===== config.mk =====
export PLATFORM = sky130hd
export DESIGN_NAME = mem_arbiter
export DESIGN_NICKNAME = d
export VERILOG_FILES = /design/src/rtl/cpu_types_pkg.sv /design/src/rtl/mem_arbiter.sv
export SDC_FILE = /design/constraint.sdc
export NUM_CORES = 1
export LEC_CHECK = 0
export ABC_AREA = 1
export CAP_MARGIN = 30
export CELL_PAD_IN_SITES_DETAIL_PLACEMENT = 0
export CELL_PAD_IN_SITES_GLOBAL_PLACEMENT = 1
export CORE_AREA = 10 10 95 97
export CTS_BUF_LIST = sky130_fd_sc_hd__clkbuf_2
export CTS_CLUSTER_DIAMETER = 60
export DETAILED_ROUTE_END_ITERATION = 6
export DIE_AREA = 0 0 105 107
export DONT_BUFFER_PORTS = 1
export PLACE_DENSITY = 0.66
export SLEW_MARGIN = 20
export SYNTH_ARGS = -nofsm -noshare
export SYNTH_HDL_FRONTEND = slang
export SYNTH_SLANG_ARGS = --single-unit

===== constraint.sdc =====
create_clock -name CLK -period 4.4 [get_ports CLK]
set_clock_uncertainty 0.2 [all_clocks]
set_input_delay 0.44 -clock CLK [delete_from_list [all_inputs] [get_ports CLK]]
set_output_delay 0.44 -clock CLK [all_outputs]
set_load 0.02 [all_outputs]

===== src/rtl/cpu_types_pkg.sv =====
// Shared CPU/memory types: word type, RAM handshake states, arbiter grant states.
package cpu_types_pkg;

    typedef logic [31:0] word_t;

    typedef enum logic [1:0] {
        FREE   = 2'd0,
        BUSY   = 2'd1,
        ACCESS = 2'd2,
        ERROR  = 2'd3
    } ramstate_t;

    typedef enum logic [1:0] {
        IDLE = 2'd0,
        IGNT = 2'd1,
        DGNT = 2'd2
    } arb_state_t;

endpackage


===== src/rtl/mem_arbiter.sv =====
// Single-port RAM arbiter for the icache/dcache pair with fixed dcache priority.
// Optional starvation guard for the icache is enabled by defining ARB_STARVE_GUARD_EN.
//
// state | meaning
// IDLE  | nothing granted, RAM outputs quiet
// IGNT  | icache owns the RAM port
// DGNT  | dcache owns the RAM port
module mem_arbiter
    import cpu_types_pkg::*;
#(
    parameter int STARVE_LIMIT = 4,
    parameter int CNT_W        = 3
) (
    input  logic        CLK,
    input  logic        nRST,
    input  logic        iREN,
    input  word_t       iaddr,
    output logic        iwait,
    output word_t       iload,
    input  logic        dREN,
    input  logic        dWEN,
    input  word_t       daddr,
    input  word_t       dstore,
    output logic        dwait,
    output word_t       dload,
    output logic        ramREN,
    output logic        ramWEN,
    output word_t       ramaddr,
    output word_t       ramstore,
    input  word_t       ramload,
    input  logic [1:0]  ramstate,
    output logic        ramerr
);

    arb_state_t state_q, state_d;
    logic       ramerr_q, ramerr_d;
    logic       force_i;
    logic       d_req;
    ramstate_t  rs;

    assign rs    = ramstate_t'(ramstate);
    assign d_req = dREN | dWEN;

    function automatic arb_state_t arb(input logic dreq, input logic ireq, input logic frc);
        if (dreq && !frc)
            return DGNT;
        else if (ireq)
            return IGNT;
        else
            return IDLE;
    endfunction

`ifdef ARB_STARVE_GUARD_EN
    logic [CNT_W-1:0] starve_cnt_q, starve_cnt_d;

    always_comb begin
        starve_cnt_d = starve_cnt_q;
        if (!iREN)
            starve_cnt_d = '0;
        else if (state_q == IGNT && rs == ACCESS)
            starve_cnt_d = '0;
        else if (state_q == DGNT && d_req && rs == ACCESS && starve_cnt_q < CNT_W'(STARVE_LIMIT))
            starve_cnt_d = starve_cnt_q + 1'b1;
    end

    // Compare the updated count so the grant decided in the same ACCESS cycle
    // that completes the LIMIT-th dcache transfer already goes to the icache.
    assign force_i = iREN && (starve_cnt_d == CNT_W'(STARVE_LIMIT));

    always_ff @(posedge CLK or negedge nRST) begin
        if (!nRST)
            starve_cnt_q <= '0;
        else
            starve_cnt_q <= starve_cnt_d;
    end
`else
    logic unused_cfg;
    assign unused_cfg = ^{STARVE_LIMIT[0], CNT_W[0]};
    assign force_i    = 1'b0;
`endif

    always_comb begin
        state_d  = state_q;
        ramerr_d = ramerr_q;
        iwait    = 1'b1;
        dwait    = 1'b1;
        case (state_q)
            IDLE: state_d = arb(d_req, iREN, force_i);
            IGNT: begin
                if (!iREN) begin
                    state_d = IDLE;
                end else if (rs == ACCESS) begin
                    iwait   = 1'b0;
                    state_d = arb(d_req, iREN, force_i);
                end else if (rs == ERROR) begin
                    ramerr_d = 1'b1;
                end
            end
            DGNT: begin
                if (!d_req) begin
                    state_d = IDLE;
                end else if (rs == ACCESS) begin
                    dwait   = 1'b0;
                    state_d = arb(d_req, iREN, force_i);
                end else if (rs == ERROR) begin
                    ramerr_d = 1'b1;
                end
            end
            default: state_d = IDLE;
        endcase
    end

    always_ff @(posedge CLK or negedge nRST) begin
        if (!nRST) begin
            state_q  <= IDLE;
            ramerr_q <= 1'b0;
        end else begin
            state_q  <= state_d;
            ramerr_q <= ramerr_d;
        end
    end

    // A simultaneous read and write from the dcache is a write.
    assign ramREN = (state_q == IGNT && iREN) || (state_q == DGNT && dREN && !dWEN);
    assign ramWEN = (state_q == DGNT) && dWEN;

    always_comb begin
        case (state_q)
            IGNT:    ramaddr = iaddr;
            DGNT:    ramaddr = daddr;
            default: ramaddr = '0;
        endcase
    end

    assign ramstore = (state_q == DGNT) ? dstore : '0;
    assign iload    = ramload;
    assign dload    = ramload;
    assign ramerr   = ramerr_q;

endmodule


# Yosys cells after proc, flatten, opt, wreduce, memory -nomap -nowiden
# Index checks and enable logic that the tools add are counted.
[classes]
muxes = 20
order_cmp = 0
n_shift = 0
multipliers = 0
bitwise_logic = 1
div = 0
add_sub_neg = 0
reduce_logical = 10
n_eq_ne = 8
[op_table]
columns = ["op", "n"]
rows = [
  ["32-bit case mux with 2 select lines", 1],
  ["32-bit two-way mux", 1],
  ["2-bit two-way mux", 6],
  ["1-bit two-way mux", 10],
  ["2-bit == test, second input constant", 3],
  ["3-bit != test, second input constant", 2],
  ["2-bit case mux with 3 select lines", 1],
  ["1-bit logical AND", 4],
  ["2-bit != test, second input constant", 2],
  ["3-bit AND reduction", 1],
  ["2-bit by 1-bit == test with 1-bit output, second input constant", 1],
  ["2-bit zero test", 1],
  ["1-bit case mux with 2 select lines", 1],
  ["2-bit AND reduction", 1],
  ["2-bit nonzero test", 1],
  ["1-bit zero test", 1],
  ["1-bit logical OR", 1],
  ["1-bit bitwise OR", 1],
]
[word_totals]
rom_bits = 0
wordCells = 41
n_memories = 0
in_bits = 135
latchBits = 0
ramBits = 0
regBits = 3

# Longest topological paths before layout
# Gate-level depths: netlist of the first run.
[logic_depth]
depth_word = 5
depth_mapped = 9
depth_no_buf = 8

# Worst setup path before layout of the first run
# No wires, ideal clock.
[synth_path]
path_type = "register to output"
start = "register state_q[0]"
end = "output port ramaddr[17]"
path_slack_ps = 2446
required_ps = 3760
path_stages_with_launch = 6
arrival_time_ps = 1314
path_cell_list = "dfrtp_1 -> inv_1 -> ha_1 -> inv_1 -> buf_2 -> a21oi_1"
[synth_via]
elab_chain_len = 2
elab_cells_between_ends = 3
classes_between = "2 x eq/ne; 1 x mux"
[synth_lines]
columns = ["element", "line", "rtl"]
rows = [
  ["start: declaration", "mem_arbiter.sv:35", "arb_state_t state_q, state_d;"],
  ["start signal: assignment", "mem_arbiter.sv:118", "state_q <= state_d;"],
  ["2-bit == test or 2-bit by 1-bit == test with 1-bit output (tied branches)", "mem_arbiter.sv:128", "case (state_q)"],
  ["32-bit case mux with 2 select lines (*)", "mem_arbiter.sv:128", ""],
  ["end: declaration", "mem_arbiter.sv:28", "output word_t ramaddr,"],
]
# Mark *: on every way between the ends. The rest lies on a longest branch, timed or not.

# Worst setup path in the final report of the first run
[layout_path]
start = "register state_q[1]"
end = "output port ramaddr[0]"
# Same word-level chain as after synthesis.

==> flow_metrics.tcl, run 1 <==
set metrics [dict create \
    antenna_found_initial 0 \
    wl_um 5850 \
    synth_top_area_share 0.309 \
    yosysSeqAreaShare 0.0468 \
    ys_warn_count 0 \
    cp-end-kind "output port" \
    core-area_um2 7140 \
    port_buffers 0 \
    fin_nets 357 \
    switchingPower_uw 616 \
    vias_per_cell 4.35 \
    die_w_um 105 \
    drc 0 \
    wl_per_cell_um 18.5 \
    seqCellArea_um2 75.1 \
    p_int_uw 204 \
    swShare 0.752 \
    ant_nets 0 \
    fin_crit_ns 2.85 \
    overflow 0 \
    cts_made_buffers 3 \
    fmax_ghz 0.351 \
    async_reset_ff_frac 1.00 \
    place_congestion 0.692 \
    fin_util 0.165 \
    synth.cell_area_um2 1600 \
    outcome "complete, no violations" \
    maxSlewViolCount 0 \
    dr.pass1.iters 4 \
    worstPathArrival_ns 2.21 \
    synthTopCellsByCount "nand2_1, buf_4, inv_1, a21oi_1, a21oi_2" \
    synth_fp_nets 426 \
    grt_pass1_wl_um 8490 \
    critPathKind "reg2out" \
    final.setup.tns_ns 0 \
    ys_top_cells_by_area "buf_4, nand2_1, inv_1, a21oi_1, a21oi_2" \
    h-tree-depth 1 \
    die_h_um 107 \
    pwr-share-comb 0.902 \
    grt_usage 0.0911 \
    grt_pass1_vias 1457 \
    clkPwrFrac 0.047 \
    synthCells 287 \
    detail_route.iter0.violations 68 \
    vias 1375 \
    hold_viol 0 \
    period_share 0.648 \
    synthDistinctLibCells 16 \
    stdcell_area_um2 1180 \
    cellPowerDensity_nw_per_um2 696 \
    clock_sinks 3 \
    place_area_um2 1130 \
    required_ns 3.76 \
    multi_input_area_um2 742 \
    clock_latency_ns 0.20 \
    antenna_cells 0 \
    max-vdd-ir-drop_mv 0.200 \
    p_leak_uw 0.000677 \
    synthFlopType "dfrtp_1" \
    cts-root-buf "clkbuf_2" \
    drive_gt1_frac 0.0968 \
    synth_edf_count 0 \
    clkTransAtPathRegs_ns 0.05 \
    cts_tree "yes" \
    pwr-share-seq 0.051 \
    synth.avg_cell_area_um2 5.59 \
    ios 268 \
    cp_max_fo 19 \
    grt_max_degree 54 \
    grt_setup_unrepaired "false" \
    hp-class "in2reg" \
    post-synth-top-count-cell "nand2_1" \
    dpl.hpwl_um 5060 \
    yosysTopAreaCell "buf_4" \
    cp-start-kind "flip-flop" \
    finalSetupViolCount 0 \
    die-area_um2 11200 \
    area_growth_pct -26.5 \
    tightest_slew_ns 0.693 \
    slew_headroom 0.538 \
    row_count 31 \
    clk_path_buf_depth 2 \
    fillers 842 \
    start_util 0.225 \
    synth-seq-cells 3 \
    maxCapViolations 0 \
]
-- layout by cell type (no fill, tap or decap) --
master	Yosys	routed
ha_2	0	1
a21oi_1	22	22
nand2_4	1	1
nand3_1	6	6
ha_1	4	3
o21ai_1	1	1
a21oi_2	10	10
nand2_1	109	109
inv_1	44	44
nor2_1	6	6
clkbuf_2	0	4
buf_12	0	1
dfrtp_1	3	3
buf_4	66	3
o211ai_1	1	1
dlygate4sd3_1	0	1
nor2_2	1	1
-- metrics by stage --
| stage | cells | power, uW | setup slack [ns] | hold slack, ns |
|---|---|---|---|---|
| 2_1_floorplan | 287 | 807 | 2.45 | -0.0556 |
| 3_3_place_gp | 310 | 768 | 1.80 | -0.0554 |
| 3_5_place_dp | 310 | 782 | 1.69 | -0.0554 |
| 4_1_cts | 315 | 825 | 1.47 | 0.172 |
| 5_1_grt | 316 | 900 | 1.38 | 0.171 |
| 6_report | 316 | 820 | 1.55 | 0.189 |
-- power by group through the flow --
stage / logic [uW] / registers, uW / clock network, uW
after floorplan: 767 / 39.5 / 0
after global placement: 727 / 40.4 / 0
after detailed placement: 740 / 42.0 / 0
after CTS: 742 / 41.6 / 41.6
after global routing: 813 / 42.1 / 44.6
final: 740 / 41.5 / 38.9
-- final timing paths --
path                            start          to  depth (start not counted)  slack, ns
max reg2reg                state_q[0]      ramerr                          6       2.53
max in group asynchronous        nRST  state_q[0]                          1       3.56
min reg2reg                state_q[0]  state_q[0]                          2       0.38
min                              iREN      ramerr                          2       0.19
min in group asynchronous        nRST  state_q[1]                          1       0.29
max                        state_q[1]  ramaddr[0]                          5       1.55
-- area by class of cell --
class                           instances  share of cell area
Sequential cell                         3              0.0637
Multi-Input combinational cell        161               0.630
Tap cell                               99               0.105
Clock buffer                            4              0.0170
Inverter                               44               0.140
Timing Repair Buffer                    5              0.0446
-- kinds of logic (layout without fill, tap and decap cells) --
family | after synthesis | count (layout) | synth area share
simple gates | 123 | 123 | 0.299
flops | 3 | 3 | 0.0468
buf+inv | 123 | 53 | 0.492
compound gates | 34 | 34 | 0.131
fa+ha+maj | 4 | 4 | 0.0312
-- layer usage --
layer	routed length (um)	global-route usage	up-vias
met5	0	0	-
met4	194	0.0461	0
met3	729	0.0461	25
met2	2900	0.155	110
met1	2030	0.0909	599
li1	-	-	641
-- flip-flops by register name (all words and copies together), names as in the netlist --
register	flops
ramerr	1
state_q	2
-- critical path, cell delays in order (launching register included) --
cell and delay [ns]:
dfrtp_1 0.41, inv_1 0.09, ha_1 0.60, buf_4 0.36, nand2_1 0.07, a21oi_1 0.46
-- timing repair --
| item | in CTS | in global routing |
|---|---|---|
| gates resized for setup | 0 | 0 |
| hold endpoints to repair | 3 | 0 |
| buffers inserted | 0 | 0 |
| setup endpoints to repair | 0 | 0 |
| hold buffers | 1 | 0 |
No activity file was read; power rests on OpenSTA's default activity.
==> run 2: changes to the inputs <==
- clock period: 4.4 -> 2.7 ns (I/O delays scaled with it)
==> flow_metrics.tcl, run 2 (synthesis results as in run 1) <==
set metrics [dict create \
    vias 1471 \
    clk_path_buf_depth 2 \
    fin_nets 381 \
    overflow 0 \
    fin_crit_ns 2.19 \
    required_ns 2.23 \
    final.setup.tns_ns 0 \
    grt_usage 0.0932 \
    maxSlewViolCount 0 \
    maxCapViolations 0 \
    core-area_um2 7140 \
    stdcell_area_um2 1350 \
    ant_nets 0 \
    ios 268 \
    cp-end-kind "output port" \
    cts_made_buffers 3 \
    place_congestion 0.718 \
    detail_route.iter0.violations 63 \
    outcome "complete, no violations" \
    cp_max_fo 33 \
    antenna_found_initial 0 \
    wl_um 5960 \
    worstPathArrival_ns 1.72 \
    die_w_um 105 \
    wl_per_cell_um 17.5 \
    area_growth_pct -16.1 \
    drive_gt1_frac 0.187 \
    antenna_cells 0 \
    largest_reg_flops 2 \
    met1_usage 0.0868 \
    met3_usage 0.0515 \
    slew_headroom 0.731 \
    port_buffers 0 \
    dr.pass1.iters 4 \
    vias_per_cell 4.33 \
    rrSetupSlack_ns 0.92 \
    grt_pass1_wl_um 8710 \
    clock_sinks 3 \
    row_count 31 \
    p_leak_uw 0.000799 \
    power_uw 1460 \
    fmax_ghz 0.458 \
    final_cell_mix "nand2_1, inv_1, buf_4" \
    grt_max_degree 40 \
    clkTransAtPathRegs_ns 0.04 \
    hold_viol 0 \
    cellPowerDensity_nw_per_um2 1080 \
    pre_cts_slack_ns 0.728 \
    post-cts-setup-buffers 0 \
    clock_latency_ns 0.21 \
    top_register "state_q" \
    setup_ws_ns 0.514 \
    die_h_um 107 \
    cts_tree "yes" \
    cts-root-buf "clkbuf_2" \
    tightest_slew_ns 0.404 \
    grt_setup_unrepaired "false" \
    drc 0 \
    grt_pass1_vias 1593 \
    start_util 0.225 \
    h-tree-depth 1 \
    place_area_um2 1320 \
    dpl.hpwl_um 5160 \
    finalSetupViolCount 0 \
    critPathKind "reg2out" \
    die-area_um2 11200 \
    cp-start-kind "flip-flop" \
    hp-class "in2reg" \
    use_met2 0.163 \
    fillers 859 \
    fin_util 0.189 \
    grt_busiest_layer "met2" \
    layout_commonest_cell "nand2_1" \
    period_share 0.809 \
    max-vdd-ir-drop_mv 0.334 \
]
## run 2: worst max-delay path: stages (launching register included)
cell and delay (ns):
dfrtp_1 0.39, inv_1 0.09, ha_1 0.29, inv_1 0.06, buf_4 0.36, a21oi_1 0.12, buf_4 0.18
## run 2: repair_timing
action,in CTS,in global routing
endpoints found under the hold margin,3,0
hold buffers,1,0
resized for setup,0,0
## run 2: per-stage QoR
stage                     instances  hold slack, ns
final                           340          0.0193
after global routing            340         0.00867
after CTS                       340          0.0114
after detailed placement        335          -0.225
after global placement          335          -0.225
after floorplan                 287          -0.226
## run 2: final timing paths
kind                            startpoint  cells past startpoint          to
worst max-delay path            state_q[0]                      6  ramaddr[8]
worst min-delay path                  iREN                      2      ramerr
worst max register to register  state_q[0]                      7      ramerr
worst min register to register  state_q[1]                      2  state_q[1]
max in group asynchronous             nRST                      1  state_q[1]
min in group asynchronous             nRST                      1  state_q[0]
## run 2: final cells by class
class	instances	area [um2]	area share
Tap cell	99	124	0.0920
Timing Repair Buffer	29	220	0.164
Clock buffer	4	20.0	0.0149
Multi-Input combinational cell	161	742	0.551
Inverter	44	165	0.123
Sequential cell	3	75.1	0.0558
## run 2: layer usage
layer  share of wire  vias to the layer above  routed length [um]
met5               0                        -                   0
met4           0.037                        0                 219
met3            0.13                       31                 804
met2            0.49                      119                2920
met1            0.34                      633                2020
li1                -                      688                   -
## run 2: power breakdown
part           switching [uW]  internal (uW)  leakage, uW  total (uW)
logic                     993            335     0.000748        1330
registers                11.5           55.5    0.0000343        66.9
clock network            23.9           39.1    0.0000166        62.9
==> run 3: changes to the inputs <==
- CORE_AREA: 10 10 95 97 -> 10 10 96 98
- DIE_AREA: 0 0 105 107 -> 0 0 106 108
- PLACE_DENSITY: 0.66 -> 0.67
- clock period: 2.7 -> 1.8 ns (I/O delays scaled with it)
==> flow_metrics.tcl, run 3 (synthesis results as in run 1) <==
set metrics [dict create \
    p_int_uw 1460 \
    pwr-share-comb 0.945 \
    required_ns 1.42 \
    clkTransAtPathRegs_ns 0.05 \
    slew_headroom 0.806 \
    grt_usage 0.0961 \
    critPathSlowestCell "dfrtp_1" \
    critPathKind "reg2out" \
    power_uw 3490 \
    r2r_start "state_q[1]" \
    hold_viol 0 \
    maxCapViolations 0 \
    row_count 32 \
    detail_route.iter0.violations 47 \
    fillers 832 \
    grt_pass1_wl_um 8990 \
    wl_per_cell_um 18.7 \
    grt_pass1_vias 1618 \
    holdWs_ns 0.0198 \
    antenna_found_initial 0 \
    ant_nets 0 \
    rrSetupSlack_ns 0.03 \
    area_growth_pct 23.3 \
    top_register "state_q" \
    start_util 0.215 \
    seqCellArea_um2 75.1 \
    period_share 1.04 \
    fmax_ghz 0.535 \
    crit_top_cell "buf_12" \
    fin_crit_ns 1.87 \
    ios 268 \
    finalSetupViolCount 40 \
    cts_tree "yes" \
    pwr-share-seq 0.027 \
    drive_gt1_frac 0.537 \
    dpl.hpwl_um 5030 \
    place_congestion 0.728 \
    clk_path_buf_depth 2 \
    clock_sinks 3 \
    h-tree-depth 1 \
    hp-class "in2async" \
    max-vdd-ir-drop_mv 0.957 \
    vias_per_cell 4.34 \
    multi_input_area_um2 1020 \
    die_w_um 106 \
    cts-root-buf "clkbuf_2" \
    maxSlewViolCount 0 \
    antenna_cells 0 \
    cp-start-kind "flip-flop" \
    cp_max_fo 10 \
    switchingPower_uw 2030 \
    crit_chain "buf_6 > ha_4 > buf_12 > buf_12 > nand2_1 > a21oi_2 > buf_4" \
    cp-startpoint "state_q[1]" \
    tightest_slew_ns 0.291 \
    overflow 0 \
    grt_setup_unrepaired "true" \
    grt_max_degree 25 \
    outcome "finished, violations left" \
    wl_um 6720 \
    violations "setup timing" \
    regToRegEndpoint "state_q[0]" \
    cp-end-kind "output port" \
    setup_ws_ns -0.0691 \
    largest_reg_flops 2 \
    dr.pass1.iters 4 \
    die-area_um2 11400 \
    cts_made_buffers 3 \
    swShare 0.582 \
    cp_slowest_stage_delay_ns 0.37 \
    ff2ff_path_depth 9 \
    final_cell_mix "nand2_1, inv_2, buf_4" \
    worstPathArrival_ns 1.49 \
    drc 0 \
    die_h_um 108 \
    core-area_um2 7450 \
    layout_commonest_cell "nand2_1" \
    cellPowerDensity_nw_per_um2 1770 \
    port_buffers 0 \
    clkPwrFrac 0.028 \
    p_leak_uw 0.000956 \
    vias 1559 \
    fin_nets 397 \
    clock_latency_ns 0.21 \
]
## run 3: layout make-up
type | instances | area share
well taps | 102 | 0.0645
inverters | 44 | 0.0873
flip-flops and latches | 3 | 0.0380
clock buffers | 4 | 0.0101
multi-input cells | 161 | 0.515
repair buffers | 45 | 0.285
## run 3: worst max-delay path: cells and delay by family, from the launching register on
family	cells	cell delay, ns
adders and majority gates	1	0.16
AOI/OAI and AO/OA	1	0.14
buffers and inverters	4	0.54
and+or+nand+nor	1	0.07
DFF	1	0.37
## run 3: worst max-delay path by stage
stage	to	slack, ns	cells past startpoint
CTS	ramaddr[30]	-0.07	7
detailed placement	ramaddr[30]	0.04	6
global placement	ramaddr[30]	0.08	6
global route	ramaddr[6]	-0.15	7
finish	ramaddr[17]	-0.07	7
floorplan	ramaddr[17]	0.11	5
## run 3: metal layers
layer	GRT usage	part of all wire	up-vias	wire, um
li1	-	-	721	-
met1	0.100	0.36	694	2450
met2	0.174	0.51	121	3460
met3	0.0399	0.10	23	670
met4	0.0280	0.020	0	137
met5	0	0	-	0
## run 3: what timing repair did
action / CTS / global route
hold buffers: 2 / 0
cloned: 4 / 2
setup endpoints to repair: 56 / 65
buffers inserted: 5 / 2
hold endpoints to repair: 5 / 0
pin swaps: 6 / 7
gates resized for setup: 51 / 63
## run 3: power by group through the flow
stage	Combinational, uW	Clock [uW]	Sequential [uW]
finish	3300	96.6	96.0
floorplan	1880	0	96.7
CTS	3040	99.9	93.2
global placement	2210	0	98.9
detailed placement	2240	0	101
global route	3520	104	98.2
## run 3: through the flow
step | cell area (um2) | instances | setup WS [ns] | TNS (ns) | util
after global placement | 1400 | 340 | 0.0771 | 0 | 0.188
after global routing | 1980 | 359 | -0.152 | -5.20 | 0.266
after floorplan | 1600 | 287 | 0.106 | 0 | -
final | 1980 | 359 | -0.0691 | -1.63 | 0.266
after detailed placement | 1400 | 340 | 0.0379 | 0 | 0.188
after CTS | 1760 | 355 | -0.0738 | -1.77 | 0.236
